===== src/rtl/serial_load_deserializer.sv =====
// serial_load_deserializer: async serial frame receiver (start, N data LSB-first,
// optional parity, stop) that feeds a load-enable register via d_out/ld_en.
module serial_load_deserializer #(
    parameter int N            = 8,
    parameter int CLKS_PER_BIT = 16,
    parameter int PARITY       = 0
) (
    input  logic         clk,
    input  logic         rst,
    input  logic         rx_in,
    output logic [N-1:0] d_out,
    output logic         ld_en,
    output logic         busy,
    output logic         frame_err,
    output logic         parity_err
);
    localparam int CW = $clog2(CLKS_PER_BIT);
    localparam int BW = $clog2(N + 1);
    localparam logic [CW-1:0] HALF_M1 = CW'(CLKS_PER_BIT / 2 - 1);
    localparam logic [CW-1:0] FULL_M1 = CW'(CLKS_PER_BIT - 1);
    localparam logic [BW-1:0] LAST    = BW'(N - 1);
    localparam logic          ODD     = (PARITY == 2);

    typedef enum logic [2:0] {IDLE, START, DATA, PAR, STOP, WAIT_HI} state_t;

    state_t        state_q, state_d;
    logic [1:0]    sync_q;
    logic          rx_prev_q;
    logic [CW-1:0] cnt_q, cnt_d;
    logic [BW-1:0] bit_q, bit_d;
    logic [N-1:0]  sh_q, sh_d, d_q, d_d;
    logic          par_ok_q, par_ok_d;
    logic          ld_q, ld_d, fe_q, fe_d, pe_q, pe_d;
    logic          rx_s, tick;

    assign rx_s = sync_q[1];
    // START waits half a bit to land on mid-bit; every later bit is a full period
    assign tick = (state_q == START) ? (cnt_q == HALF_M1) : (cnt_q == FULL_M1);

    always_ff @(posedge clk or negedge rst) begin
        if (!rst) begin
            state_q   <= IDLE;
            sync_q    <= 2'b11;
            rx_prev_q <= 1'b1;
            cnt_q     <= '0;
            bit_q     <= '0;
            sh_q      <= '0;
            d_q       <= '0;
            par_ok_q  <= 1'b1;
            ld_q      <= 1'b0;
            fe_q      <= 1'b0;
            pe_q      <= 1'b0;
        end else begin
            state_q   <= state_d;
            sync_q    <= {sync_q[0], rx_in};
            rx_prev_q <= rx_s;
            cnt_q     <= cnt_d;
            bit_q     <= bit_d;
            sh_q      <= sh_d;
            d_q       <= d_d;
            par_ok_q  <= par_ok_d;
            ld_q      <= ld_d;
            fe_q      <= fe_d;
            pe_q      <= pe_d;
        end
    end

    always_comb begin
        state_d = state_q;
        case (state_q)
            IDLE:    state_d = (rx_prev_q && !rx_s) ? START : IDLE;
            START:   state_d = !tick ? START : (rx_s ? IDLE : DATA);
            DATA:    state_d = (tick && bit_q == LAST) ? ((PARITY != 0) ? PAR : STOP) : DATA;
            PAR:     state_d = tick ? STOP : PAR;
            STOP:    state_d = !tick ? STOP : (rx_s ? IDLE : WAIT_HI);
            WAIT_HI: state_d = rx_s ? IDLE : WAIT_HI;
            default: state_d = IDLE;
        endcase
    end

    always_comb begin
        cnt_d    = (state_q == IDLE || state_q == WAIT_HI || tick) ? '0 : cnt_q + 1'b1;
        bit_d    = (state_q != DATA) ? '0 : (tick ? bit_q + 1'b1 : bit_q);
        sh_d     = (state_q == DATA && tick) ? {rx_s, sh_q[N-1:1]} : sh_q;
        par_ok_d = (state_q == START) ? 1'b1 :
                   (state_q == PAR && tick) ? (rx_s == (^sh_q ^ ODD)) : par_ok_q;
        ld_d     = (state_q == STOP) && tick && rx_s && par_ok_q;
        pe_d     = (state_q == STOP) && tick && rx_s && !par_ok_q;
        fe_d     = (state_q == STOP) && tick && !rx_s;
        d_d      = ld_d ? sh_q : d_q;
    end

    assign d_out      = d_q;
    assign ld_en      = ld_q;
    assign frame_err  = fe_q;
    assign parity_err = pe_q;
    assign busy       = (state_q != IDLE);
endmodule

===== config.mk =====
export PLATFORM = sky130hd
export DESIGN_NAME = serial_load_deserializer
export DESIGN_NICKNAME = d
export VERILOG_FILES = /design/src/rtl/serial_load_deserializer.sv
export SDC_FILE = /design/constraint.sdc
export NUM_CORES = 1
export LEC_CHECK = 0
export BUFFER_PORTS_ARGS = -buffer_cell sky130_fd_sc_hd__buf_2
export CAP_MARGIN = 10
export CORE_ASPECT_RATIO = 0.6
export CORE_UTILIZATION = 50
export DETAILED_ROUTE_END_ITERATION = 8
export PLACE_DENSITY = 0.8
export SLEW_MARGIN = 20
export SYNTH_ARGS = -nofsm -noshare
export SYNTH_HDL_FRONTEND = slang
export SYNTH_SLANG_ARGS = --single-unit

===== constraint.sdc =====
create_clock -name clk -period 2.9 [get_ports clk]
set_input_delay 0.29 -clock clk [delete_from_list [all_inputs] [get_ports clk]]
set_output_delay 0.29 -clock clk [all_outputs]
set_load 0.01 [all_outputs]

==> results.cfg <==
[run_status]
outcome = completed

[global_routing]
antenna_found_initial = 0
grt_max_degree = 35
grt-ovfl-total = 0
grt_pass1_vias = 958
track_usage_pct = 20.6
grt_pass1_wl_um = 4690

[floorplanning]
io_pins = 15
core_sq_um = 2890
dieArea_sq_um = 3300
start_util_pct = 53.1
die_x_um = 73.5
row_count = 15
die_y_um = 44.9

[timing]
slew_headroom_pct = 50.6
setup-violations-final = 0
period_needed_ns = 1.86
hold_viol_final = 0
finalSetupTns_ns = 0
drv_slew = 0
tightest_slew_ns = 0.741
rsz0062_at_grt = false
min_period_over_period_pct = 64.3
skew_ns = 0.00910
setup_ws_ns = 1.04
fmax_ghz = 0.537

[routing]
wl_per_cell_um = 15.9
first_pass_iters = 6
vias = 1032
antenna_left = 0
avgViaCountPerCell = 5.52
drtIter0Drc = 71
drcViolationCount = 0
wirelength_um = 2970

[layout]
fin_nets = 149
diodes = 0
area.sequential_sq_um = 856
instances_no_fill = 187
fill_cells = 236
layout-drive-gt1-share_pct = 27.6
syn2layout_area_growth_pct = 12.6
multi_input_area_sq_um = 641

[pwr]
p_sw_share_pct = 33.4
p_leak_nw = 0.827
combPwrFrac_pct = 24.0
power.switching_mw = 0.442
p_clk_share_pct = 27.6
seq_power_share_pct = 48.3
powerDensity_nw_per_um2 = 765
ir_drop_v = 0.000318
power.internal_mw = 0.880

[setup_path]
worstSetupEndpointType = register
critPathLaunchType = register
worstPathMaxFanout = 9
r2r_start = cnt_q[0]
required_ns = 3.08
reg2reg_depth = 5
critPathKind = reg2reg
rrSetupSlack_ns = 1.04
cp.arrival_ns = 2.04
reg2reg_to = d_out[7]

[synthesis]
synthFlopType = dfrtp_1
synthCells = 129
synth_area_sq_um = 1540
synth_edf_count = 0
syn-num-nets = 134
ys.warnings.count = 0
syn_area_per_cell_sq_um = 11.9
synth-seq-area-share_pct = 55.7
ys_types = 36
ys_ff_latch = 34
synthArstFlopShare_pct = 100

[place]
io_buffers = 14
place.gp.congestion = 0.856
hpwl_um = 2010
dpl_worst_slack_ns = 1.05
dp.cells = 179

[clock_tree]
post_cts_resize_count = 0
htree_levels = 2
hold_buffers = 0
cts_tree = yes
cts_root_buffer = clkbuf_8
cts_sinks = 34
postCtsSetupBuffers = 0
cts_buffers = 5
cts.path.max_buffers = 2
worstSkewPairLatency_ns = 0.30
clk_pin_slew_ns = 0.07

[min_path]
hold_path.class = in2async

[flow_run]
max-cap-violations = 0
critical path, cell delays in order (launching register included):
cell and delay, ns:
dfrtp_1 0.37, ha_1 0.23, nand3_1 0.20, nor3_2 0.27, nand3_2 0.28, mux2_1 0.41
layout by cell type, fill, tap and decap left out, types with 3 or more instances in the layout:
cell type   n
dfstp_2     4
a21oi_1     6
buf_2      14
dfrtp_1    30
nor2_1      7
mux2_1      5
nand2_1     3
nor2b_1     3
mux2_2     11
clkbuf_8    6
inv_1       4
o21ai_0     7
xnor2_1     6
nand3_1     5
state kept, by name (all words and copies together) (netlist names), 2 cells and up:
name	count
state_q	3
d_out	8
bit_q	4
sh_q	8
sync_q	2
cnt_q	4
power by group through the flow:
| stage | clock, mW | sequential [mW] | combinational (mW) |
|---|---|---|---|
| after floorplan | 0 | 0.589 | 0.292 |
| after global placement | 0 | 0.635 | 0.298 |
| after detailed placement | 0 | 0.643 | 0.314 |
| after CTS | 0.374 | 0.636 | 0.317 |
| after global routing | 0.387 | 0.649 | 0.351 |
| final | 0.366 | 0.639 | 0.318 |
synth_stat cells, types with 4 or more instances:
cell type	n	area [sq um]
dfrtp_1	30	751
mux2_2	11	124
nor2_1	7	26.3
o21ai_0	7	35.0
a21oi_1	6	30.0
xnor2_1	6	52.6
clkbuf_1	5	18.8
mux2_1	5	56.3
nand3_1	5	25.0
dfstp_2	4	105
inv_1	4	15.0
routing by layer:
metal	wire (um)	track usage [%]	up-vias	part of all wire [%]
met2	1330	30.3	27	45
met4	80	12.7	0	2.7
met1	1430	27.3	518	48
met3	132	6.03	8	4.4
met5	0	0	-	0
li1	-	-	479	-
worst max-delay path by stage:
| stage | slack, ns | end | start | cells past startpoint |
|---|---|---|---|---|
| floorplan | 1.28 | sh_q[0] | cnt_q[0] | 5 |
| finish | 1.04 | d_out[7] | cnt_q[0] | 5 |
| CTS | 1.02 | d_out[7] | cnt_q[0] | 5 |
| detailed placement | 1.05 | d_out[1] | cnt_q[0] | 5 |
| global placement | 1.16 | d_out[3] | cnt_q[0] | 5 |
| global route | 0.92 | d_out[6] | cnt_q[0] | 5 |
metrics by stage:
stage                     power [mW]  cell area (sq um)  hold WS (ns)  utilization (%)
after floorplan                0.881               1540      -0.00559                -
after global placement         0.934               1630         0.347             56.5
after detailed placement       0.957               1630         0.350             56.5
after CTS                       1.33               1730        0.0649             59.8
after global routing            1.39               1730        0.0848             59.8
final                           1.32               1730        0.0514             59.8
cell families after synthesis:
family | Yosys count | synth area share, %
DFF | 34 | 55.7
xor gates and xnor gates | 9 | 6.03
and+or+nand+nor | 37 | 14.2
AOI/OAI and AO/OA | 21 | 8.15
buffers and inverters | 10 | 2.53
adders and majority gates | 2 | 1.63
muxes | 16 | 11.7
area by class of cell:
type                       instances  area share [%]
multi-input combinational         85            37.0
sequential                        34            49.5
inverter                           4           0.868
timing repair buffer              14            4.05
clock inverter                     2           0.724
clock buffer                       6            4.78
tap                               42            3.04
Note: power is estimated with default switching activity, not from simulation.
